### config.mk
export PLATFORM = sky130hd
export DESIGN_NAME = pb_key_entry
export DESIGN_NICKNAME = d
export VERILOG_FILES = /design/src/rtl/pb_keys_pkg.sv /design/src/rtl/pb_debouncer.sv /design/src/rtl/pb_key_entry.sv
export SDC_FILE = /design/constraint.sdc
export NUM_CORES = 1
export LEC_CHECK = 0
export ABC_AREA = 1
export BUFFER_PORTS_ARGS = -buffer_cell sky130_fd_sc_hd__buf_2
export CAP_MARGIN = 10
export CORE_MARGIN = 2
export CORE_UTILIZATION = 59
export DETAILED_ROUTE_END_ITERATION = 8
export GPL_ROUTABILITY_DRIVEN = 0
export PLACE_DENSITY = 0.95
export SYNTH_ARGS = -nofsm -noshare
export SYNTH_HDL_FRONTEND = slang
export SYNTH_SLANG_ARGS = --single-unit
### constraint.sdc
create_clock -name clk -period 3.6 [get_ports clk]
set_input_delay 0.72 -clock clk [delete_from_list [all_inputs] [get_ports clk]]
set_output_delay 0.72 -clock clk [all_outputs]
set_load 0.02 [all_outputs]
### src/rtl/pb_keys_pkg.sv
// Shared key codes, sizing constants and debounce state type
// for the pushbutton key-entry front end.
package pb_keys_pkg;

    localparam int NUM_PB     = 21;
    localparam int DEB_CYCLES = 2;
    localparam int MAX_DIGITS = 8;
    localparam int KEY_W      = 5;

    localparam logic [KEY_W-1:0] KEY_ENTER = 5'd16;
    localparam logic [KEY_W-1:0] KEY_BKSP  = 5'd17;
    localparam logic [KEY_W-1:0] KEY_CLEAR = 5'd18;
    localparam logic [KEY_W-1:0] KEY_OP    = 5'd19;
    localparam logic [KEY_W-1:0] KEY_RUN   = 5'd20;

    typedef enum logic [1:0] {
        IDLE,
        PRESS_WT,
        HELD,
        REL_WT
    } deb_state_t;

    function automatic logic is_hex(input logic [KEY_W-1:0] k);
        return !k[KEY_W-1];
    endfunction

endpackage

### src/rtl/pb_debouncer.sv
// Synchroniser, lowest-index priority encoder and debounce FSM;
// emits one registered strobe per debounced press.
module pb_debouncer
    import pb_keys_pkg::*;
(
    input  logic              clk,
    input  logic              nrst,
    input  logic [NUM_PB-1:0] pb,
    output logic              key_strobe,
    output logic [KEY_W-1:0]  key_code
);

    localparam int CNT_W = $clog2(DEB_CYCLES + 1);
    localparam logic [CNT_W-1:0] CNT_ONE = CNT_W'(1);
    localparam logic [CNT_W-1:0] CNT_MAX = CNT_W'(DEB_CYCLES);

    logic [NUM_PB-1:0] sync1_q;
    logic [NUM_PB-1:0] sync2_q;
    deb_state_t        state_q;
    logic [CNT_W-1:0]  cnt_q;
    logic [CNT_W-1:0]  cnt_inc;
    logic [KEY_W-1:0]  cand_q;
    logic [KEY_W-1:0]  cand_code;
    logic              any_pressed;

    // Scan downwards so the lowest pressed index wins.
    always_comb begin
        cand_code = '0;
        for (int i = NUM_PB - 1; i >= 0; i--) begin
            if (sync2_q[i]) cand_code = KEY_W'(i);
        end
    end

    assign any_pressed = |sync2_q;
    assign cnt_inc     = cnt_q + CNT_ONE;

    always_ff @(posedge clk or negedge nrst) begin
        if (!nrst) begin
            sync1_q    <= '0;
            sync2_q    <= '0;
            state_q    <= IDLE;
            cnt_q      <= '0;
            cand_q     <= '0;
            key_strobe <= 1'b0;
            key_code   <= '0;
        end else begin
            sync1_q    <= pb;
            sync2_q    <= sync1_q;
            key_strobe <= 1'b0;
            unique case (state_q)
                IDLE: begin
                    if (any_pressed) begin
                        state_q <= PRESS_WT;
                        cand_q  <= cand_code;
                        cnt_q   <= CNT_ONE;
                    end
                end
                PRESS_WT: begin
                    if (!any_pressed || cand_code != cand_q) begin
                        state_q <= IDLE;
                    end else if (cnt_inc == CNT_MAX) begin
                        state_q    <= HELD;
                        key_strobe <= 1'b1;
                        key_code   <= cand_q;
                    end else begin
                        cnt_q <= cnt_inc;
                    end
                end
                HELD: begin
                    if (!any_pressed) begin
                        state_q <= REL_WT;
                        cnt_q   <= CNT_ONE;
                    end
                end
                REL_WT: begin
                    if (any_pressed) begin
                        state_q <= HELD;
                    end else if (cnt_inc == CNT_MAX) begin
                        state_q <= IDLE;
                    end else begin
                        cnt_q <= cnt_inc;
                    end
                end
                default: state_q <= IDLE;
            endcase
        end
    end

endmodule

### src/rtl/pb_key_entry.sv
// Key-entry front end: debounced keys drive hex operand assembly,
// op/run requests and a valid/ready operand output.
module pb_key_entry
    import pb_keys_pkg::*;
(
    input  logic              clk,
    input  logic              nrst,
    input  logic [NUM_PB-1:0] pb,
    input  logic              out_ready,
    output logic              out_valid,
    output logic [31:0]       out_data,
    output logic [31:0]       entry_value,
    output logic [3:0]        digit_count,
    output logic [1:0]        op_sel,
    output logic              run_pulse,
    output logic              key_strobe,
    output logic [KEY_W-1:0]  key_code
);

    localparam logic [3:0] MAX_CNT = 4'(MAX_DIGITS);

    logic [31:0] entry_q, entry_d;
    logic [3:0]  count_q, count_d;
    logic        valid_q, valid_d;
    logic [31:0] data_q, data_d;
    logic [1:0]  op_q, op_d;
    logic        run_q, run_d;
    logic        enter_ok;

    pb_debouncer u_deb (
        .clk        (clk),
        .nrst       (nrst),
        .pb         (pb),
        .key_strobe (key_strobe),
        .key_code   (key_code)
    );

    always_comb begin
        entry_d  = entry_q;
        count_d  = count_q;
        valid_d  = valid_q && !out_ready;
        data_d   = data_q;
        op_d     = op_q;
        run_d    = 1'b0;
        // A pending operand that is not being taken this cycle blocks ENTER.
        enter_ok = (count_q != 4'd0) && !(valid_q && !out_ready);
        if (key_strobe) begin
            unique case (1'b1)
                is_hex(key_code): begin
                    if (count_q < MAX_CNT) begin
                        entry_d = {entry_q[27:0], key_code[3:0]};
                        count_d = count_q + 4'd1;
                    end
                end
                key_code == KEY_BKSP: begin
                    if (count_q != 4'd0) begin
                        entry_d = entry_q >> 4;
                        count_d = count_q - 4'd1;
                    end
                end
                key_code == KEY_CLEAR: begin
                    entry_d = '0;
                    count_d = '0;
                end
                key_code == KEY_ENTER: begin
                    if (enter_ok) begin
                        data_d  = entry_q;
                        valid_d = 1'b1;
                        entry_d = '0;
                        count_d = '0;
                    end
                end
                key_code == KEY_OP:  op_d  = op_q + 2'd1;
                key_code == KEY_RUN: run_d = 1'b1;
                default: ;
            endcase
        end
    end

    always_ff @(posedge clk or negedge nrst) begin
        if (!nrst) begin
            entry_q <= '0;
            count_q <= '0;
            valid_q <= 1'b0;
            data_q  <= '0;
            op_q    <= '0;
            run_q   <= 1'b0;
        end else begin
            entry_q <= entry_d;
            count_q <= count_d;
            valid_q <= valid_d;
            data_q  <= data_d;
            op_q    <= op_d;
            run_q   <= run_d;
        end
    end

    assign entry_value = entry_q;
    assign digit_count = count_q;
    assign out_valid   = valid_q;
    assign out_data    = data_q;
    assign op_sel      = op_q;
    assign run_pulse   = run_q;

endmodule

# Yosys cells after proc, flatten, opt, wreduce, memory -nomap -nowiden
# Index checks and enable logic that the tools add are counted.
op_classes:
  add_sub_neg: 4
  magnitude_cmp: 1
  eq_ne: 19
  muxes: 51
  bitwise: 1
  n_reduce_logical: 18
op_table:
  columns: ["operator", "n"]
  rows:
  - ["2-to-1 mux 32 bit", 4]
  - ["case mux 32 bit (4 select lines)", 1]
  - ["2-to-1 mux 5 bit", 21]
  - ["== test 5 bit (second input constant)", 5]
  - ["OR reduction 21 bit", 1]
  - ["2-to-1 mux 2 bit", 10]
  - ["2-to-1 mux 4 bit", 4]
  - ["case mux 2 bit (4 select lines)", 2]
  - ["case mux 4 bit (4 select lines)", 1]
  - ["!= test 3 x 1 -> 1 bit (second input constant)", 3]
  - ["2-to-1 mux 1 bit", 8]
  - ["!= test 2 bit (second input constant)", 4]
  - ["AND reduction 4 bit", 2]
  - ["nonzero test 4 bit", 2]
  - ["== test 2 bit (second input constant)", 3]
  - ["AND reduction 3 bit", 2]
  - ["!= test 5 bit", 1]
  - ["AND reduction 5 bit", 1]
  - ["adder 2 x 1 -> 2 bit (second input constant)", 2]
  - ["adder 4 x 1 -> 4 bit (second input constant)", 1]
  - ["logical NOT 1 bit", 4]
  - ["< comparator 4 bit (second input constant)", 1]
  - ["!= test 2 x 1 -> 1 bit (second input constant)", 2]
  - ["AND reduction 2 bit", 2]
  - ["other kinds (6)", 7]
word_totals:
  ff_bits: 129
  out_inout_bits: 78
  wordCells: 107

# Depth between registers and ports, before layout
# Gate-level depths: netlist of run 1.
depth:
  depth_word: 25
  ltp_mapped: 27

# Modules after synthesis
# From an unflattened synthesis of run 1, not the netlist that was laid out.
hier_totals:
  hier_cells: 608
  area_unflattened_um2: 5407.7
modules_own_cells:
  columns: ["module", "n_inst", "cells_per_inst", "area_per_inst_um2", "seq_area_each_um2"]
  rows:
  - ["pb_key_entry", 1, 402, 3270.6, 1801.7]
  - ["pb_debouncer", 1, 206, 2137.0, 1426.4]

# Worst setup path before layout of run 1
# OpenSTA, ideal clock, no wires.
synth_timing:
  path_type: "flip-flop to flip-flop"
  startpoint: "reg u_deb.key_code[1]"
  endpoint: "reg entry_q[22], in the netlist entry_value[22]"
  setup_time_ns: 0.130
  t_arrival_ns: 1.921
  required_ns: 3.470
  path_slack_ns: 1.549
  stages_incl_launch_ff: 10
  path_buffers: 1
  period_less_slack_ns: 2.051
  cell_sequence: "dfrtp_1 > nor2_1 > nand3_1 > nor2_1 > nor2_1 > inv_1 > buf_1 > o22ai_1 > nand2_1 > o21ai_0"
synth_via:
  elab_chain_len: 3
  word_cells_on_any_way: 8
synth_rtl:
  columns: ["element", "line", "rtl"]
  rows:
  - ["from (decl)", "pb_debouncer.sv:10", "output logic [KEY_W-1:0] key_code"]
  - ["from (signal assigned)", "pb_debouncer.sv:64", "key_code <= cand_q;"]
  - ["== test 5 bit (on tied branches)", "pb_key_entry.sv:55, pb_key_entry.sv:61, pb_key_entry.sv:65", null]
  - ["!= test 2 x 1 -> 1 bit (no line) (tied with other cells)", null, null]
  - ["AND reduction 5 bit (no line)", null, null]
  - ["to (signal assigned)", "pb_key_entry.sv:89", "entry_q <= entry_d;"]
  - ["to (decl)", "pb_key_entry.sv:22", "logic [31:0] entry_q, entry_d;"]
# Several ways; a longest one is shown, not always the timed one.
# A chain may end at the register's enable or synchronous reset.

# Final worst setup path of run 1
layout_timing:
  startpoint: "reg u_deb.key_code[4]"
  endpoint: "reg count_q[2], in the netlist digit_count[2]"
layout_via:
  elab_chain_len: 3
  word_cells_on_any_way: 10
layout_rtl:
  columns: ["element", "line", "rtl"]
  rows:
  - ["== test 5 bit (tied with other cells)", "pb_key_entry.sv:55", "key_code == KEY_BKSP: begin"]
  - ["!= test 2 x 1 -> 1 bit (no line) (tied with other cells)", null, null]
  - ["AND reduction 5 bit (no line)", null, null]
  - ["to (signal assigned)", "pb_key_entry.sv:90", "count_q <= count_d;"]
  - ["to (decl)", "pb_key_entry.sv:23", "logic [3:0] count_q, count_d;"]
# Several ways; a longest one is shown, not always the timed one.

==> flow_summary.toml, run 1 <==
[timing]
hold_ws_ns = 0.3006
finalCritPeriodShare_pct = 75.30
fin_setup_tns_ns = 0
max-slew-margin-rel_pct = 42.98
period_needed_ns = 2.711
rsz0062_at_grt = "false"
worst_slack_ns = 0.8890
max_freq_ghz = 0.3689
drv_slew = 0
tightest_slew_ns = 0.8552
final-setup-viol-count = 0
hold_violations = 0
skew_ns = 0.009252

[critical_path]
critPathLaunchType = "register"
regToRegSetupSlack_ns = 0.89
worstSetupPathType = "reg -> reg"
crit-reg2reg-capture = "digit_count[2]"
rr_startpoint = "u_deb.key_code[4]"
ff2ff_path_depth = 12
crit_fanout = 64
crit_required_ns = 4.05
end_kind = "register"
cp.arrival_ns = 3.16

[flow_run]
cap_viol_max_count = 0

[synthesis]
synth_top_area_share_pct = 63.14
syn_inst = 530
synth-compound-area-share_pct = 12.70
synth-xor-area-share_pct = 1.371
ys.flop_type = "dfrtp_1"
ys_ff_latch = 129
yosys.area_share.simple_pct = 14.44
synth_top_family_by_area = "simple AND/OR/NAND/NOR gates"
syn-cell-area_sq_um = 5112
synth_top_area_cell = "dfrtp_1"
synth.area.top_cells = "dfrtp_1 63%, nand2_1 8.9%, o21ai_0 7.4%, inv_1 5.5%, o22ai_1 3.2%"
synth_fa_ha_area_share_pct = 1.126
syn-num-nets = 558
post_synth.cell_area_avg_sq_um = 9.646
synth_edf_count = 0
synthMuxAreaShare_pct = 0
async_reset_ff_share_pct = 100.0
yosysUniqueCellTypes = 35
yosys_warnings = 0
seq_area_frac_synth_pct = 63.14

[routing]
wire_per_inst_um = 15.15
vias = 4150
dr.pass1.iters = 7
drt_wl_total_mm = 11.41
viasPerCell = 5.511
drcViolationCount = 0
ant_nets = 0
first_iter_violations = 270

[cts]
clockRootBuffer = "clkbuf_8"
cts.path.max_buffers = 2
cts_made_buffers = 17
cts_hold_buf = 0
cts.sinks = 129
insertion_delay_ns = 0.52
cts_setup_buffers = 0
cts_tree = "done"
cts_resized = 0
htreeDepth = 4
clk_pin_slew_ns = 0.06

[pwr]
p_per_area_nw_per_um2 = 583.3
p_leak_nw = 3.244
irDropWorstVdd_uv = 365.9

[global_route]
grt_max_degree = 71
grt_util_all_layers_pct = 25.54
grt-ovfl-total = 0
grt_pass1_vias = 4036
grt_pass1_wl_mm = 19.05
antenna_found_initial = 0

[placed_design]
hpwl_mm = 7.549
pre_cts_ws_ns = 1.044
io_buffers = 101

[final_layout]
postLayoutCoreUtil_pct = 75.98
layout-drive-gt1-share_pct = 22.22
area_growth_syn_to_layout_pct = 23.35
n_antenna_cell = 0
fin_nets = 663
num-fill-cells = 504

[die]
die_area_sq_um = 9426
pin_count = 102
core_area_sq_um = 8299
die_h_um = 97.09
num_rows = 33
initial_core_util_pct = 61.60
die_x_um = 97.09

[hold_path]
hp-class = "in -> async"

[run_status]
status = "completed"
cell usage after synthesis (all sizes together), types with 4 or more instances:
library cell and instances:
o21ai 81, clkbuf 12, nor2 26, a21oi 5, xor2 6, nand3 13, nand2 123, inv 76
o22ai 26, nand4 4, buf 5, dfrtp 129
metal layers:
| metal | GRT usage [%] | vias up | wire [um] | part of all wire (%) |
|---|---|---|---|---|
| met2 | 41.51 | 211 | 5676 | 50 |
| li1 | - | 1921 | - | - |
| met1 | 31.27 | 1972 | 4482 | 39 |
| met5 | 0 | - | 0 | 0 |
| met3 | 5.683 | 46 | 812 | 7.1 |
| met4 | 15.71 | 0 | 437 | 3.8 |
cell usage in the layout (no fill, tap or decap), drive strengths merged, types with 2 or more instances in the layout:
cell type,instances
dfrtp,129
nand2,123
buf,103
o21ai,81
inv,77
o22ai,26
nor2,26
clkbuf,20
nand3,13
clkinv,9
xor2,6
a21oi,5
nand4,4
o211ai,3
ha,3
bufinv,3
nor4,3
or2,2
xnor2,2
clkinvlp,2
nand3b,2
area by class of cell:
class | instances | area, sq um | share of cell area (%)
sequential | 129 | 3228 | 51.19
multi-input combinational | 305 | 1515 | 24.03
tap | 105 | 131.4 | 2.083
clock buffer | 20 | 435.4 | 6.905
inverter | 79 | 301.5 | 4.782
timing repair buffer | 103 | 535.5 | 8.492
clock inverter | 12 | 158.9 | 2.520
where the power goes:
group / total (W) / internal (W) / switching (W)
clock: 0.00169 / 0.00108 / 0.000619
sequential: 0.00160 / 0.00153 / 0.0000698
combinational: 0.000387 / 0.000126 / 0.000261
total: 0.00368 / 0.00273 / 0.000950
worst max-delay path by stage:
stage | start | endpoint | slack [ns]
after global routing | u_deb.key_code[4] | digit_count[2] | 0.58
after floorplan | u_deb.key_code[1] | entry_value[22] | 1.55
final | u_deb.key_code[4] | digit_count[2] | 0.89
after detailed placement | u_deb.key_code[1] | entry_value[7] | 1.04
after global placement | u_deb.key_code[1] | entry_value[22] | 1.23
after CTS | u_deb.key_code[1] | entry_value[16] | 0.97
worst max-delay path, stage by stage (launching register included):
cell	delay (ns)
dfrtp_1	0.41
inv_1	0.09
nor2_1	0.12
inv_1	0.06
nor2_1	0.19
inv_1	0.12
nor2_1	0.16
inv_1	0.12
o211ai_1	0.10
nand2_1	0.19
inv_2	0.63
nand2_1	0.24
o21ai_0	0.20
sequential cells by signal, indices dropped and copies added (netlist names):
name	cells
digit_count	4
entry_value	32
op_sel	2
out_data	32
out_valid	1
run_pulse	1
u_deb.cand_q	5
u_deb.cnt_q	2
u_deb.key_code	5
u_deb.key_strobe	1
u_deb.state_q	2
u_deb.sync1_q	21
u_deb.sync2_q	21
kinds of logic (layout without fill, tap and decap cells):
| family | count (synthesis) | in the layout |
|---|---|---|
| compound gates | 119 | 119 |
| xor+xnor | 8 | 8 |
| fa+ha+maj | 4 | 4 |
| buf+inv | 96 | 214 |
| flops | 129 | 129 |
| simple gates | 174 | 174 |
per-stage QoR:
| stage | cells | cell area (sq um) | power (W) |
|---|---|---|---|
| 6_report | 753 | 6306 | 0.003678 |
| 5_1_grt | 753 | 6306 | 0.003839 |
| 4_1_cts | 753 | 6306 | 0.003692 |
| 3_5_place_dp | 721 | 5712 | 0.001997 |
| 3_3_place_gp | 721 | 5712 | 0.001965 |
| 2_1_floorplan | 530 | 5112 | 0.001871 |
(Power assumes the default switching activity.)
==> run 2: changes to the inputs <==
CORE_UTILIZATION = 49   (was 59)
PLACE_DENSITY = 0.87   (was 0.95)
clock period = 2.45 ns   (was 3.6 ns; I/O delays follow)
==> flow_summary.toml, run 2 (synthesis gave the netlist of run 1 again) <==
[die]
die_area_sq_um = 11270
core_area_sq_um = 10230
die_x_um = 106.1
num_rows = 37
die_h_um = 106.1
pin_count = 102
initial_core_util_pct = 49.97

[routing]
vias = 4091
drt_wl_total_mm = 10.93
wire_per_inst_um = 13.76
viasPerCell = 5.152
ant_nets = 0
first_iter_violations = 238
dr.pass1.iters = 5
drcViolationCount = 0

[global_route]
grt_util_all_layers_pct = 20.58
antenna_found_initial = 0
grt_pass1_wl_mm = 18.35
grt_max_degree = 65
grt-ovfl-total = 0
grt_pass1_vias = 3877

[final_layout]
fin_nets = 673
n_antenna_cell = 0
area_growth_syn_to_layout_pct = 26.46
layout-drive-gt1-share_pct = 24.47
final_common_cell = "dfrtp_1"
final_cell_mix = "129 x dfrtp_1, 120 x nand2_1, 100 x buf_2, 76 x o21ai_0, 72 x inv_1"

[cts]
cts_tree = "done"
clockRootBuffer = "clkbuf_8"
htreeDepth = 4
cts.path.max_buffers = 2
insertion_delay_ns = 0.51
clk_pin_slew_ns = 0.06
cts_made_buffers = 17
cts.sinks = 129

[timing]
skew_ns = 0.009598
max_freq_ghz = 0.4386
final-setup-viol-count = 0
tightest_slew_ns = 0.5754
fin_setup_tns_ns = 0
finalCritPeriodShare_pct = 93.06
drv_slew = 0
hold_violations = 0
rsz0062_at_grt = "true"
hold_ws_ns = 0.08001
period_needed_ns = 2.280
max-slew-margin-rel_pct = 61.64

[critical_path]
cp.arrival_ns = 2.69
ff2ff_path_depth = 12
end_kind = "register"
crit_required_ns = 2.86
critPathLaunchType = "register"
crit_fanout = 5
worstSetupPathType = "reg -> reg"

[pwr]
irDropWorstVdd_uv = 544.8
p_per_area_nw_per_um2 = 841.0
p_leak_nw = 3.280

[placed_design]
io_buffers = 101
hpwl_mm = 7.604

[hold_path]
hp-class = "in -> reg"
min_path_cells = 1

[flow_run]
cap_viol_max_count = 0

[run_status]
status = "completed"
[run 2: final timing paths]
path,endpoint,from,slack [ns]
min in group asynchronous,out_data[3],nrst,0.52
worst min register to register,u_deb.sync2_q[15],u_deb.sync1_q[15],0.34
worst max-delay path,u_deb.key_code[3],u_deb.sync2_q[18],0.17
max in group asynchronous,u_deb.sync2_q[17],nrst,1.29
worst min-delay path,u_deb.sync1_q[11],pb[11],0.08
worst max register to register,u_deb.key_code[3],u_deb.sync2_q[18],0.17
[run 2: what timing repair did]
action                     CTS  global route
setup endpoints to repair    0             9
setup buffers                0             1
hold buffers                 1             0
hold endpoints to repair    40             0
resized for setup            0             8
[run 2: layout make-up]
cell class,count,area [sq um]
clock buffer,18,427.9
clock inverter,14,168.9
fill,771,3766
inverter,79,307.8
multi-input combinational,306,1531
sequential,129,3228
tap,136,170.2
timing repair buffer,111,623.1
timing repair inverter,1,7.507
[run 2: layer usage]
metal  vias up  share of wire, %  global-route usage (%)  routed length [um]
met5         -                 0                       0                   0
met1      1935                41                   27.19                4508
met2       186                50                   33.88                5477
met3        27               6.8                   3.801                 741
li1       1943                 -                       -                   -
met4         0               1.8                   7.989                 202
[run 2: power by group]
group          switching [W]  total [W]  leakage, nW  internal [W]
Sequential          0.000104    0.00235         1.52       0.00224
Clock               0.000986    0.00250        0.285       0.00151
Combinational       0.000390   0.000595         1.48      0.000206
[run 2: metrics by stage]
stage               area [sq um]  worst slack (ns)  util (%)  cells  total power (W)
CTS                         6427            0.2170     62.82    791         0.005454
finish                      6465            0.1701     63.19    794         0.005437
global placement            5821            0.3152     56.89    758         0.002896
floorplan                   5112            0.3987         -    530         0.002749
global route                6465          -0.05524     63.19    794         0.005690
detailed placement          5821            0.2404     56.89    758         0.002943
[run 2: critical path, cell delays in order, from the launching register on]
cell,delay (ns)
dfrtp_1,0.38
nor2_1,0.17
nand3_1,0.12
o21ai_0,0.17
a21oi_1,0.08
or2_2,0.30
xor2_1,0.16
nor3_2,0.25
nand3_2,0.15
nor2_4,0.15
nand2_2,0.12
nand2_1,0.09
nand2_1,0.05
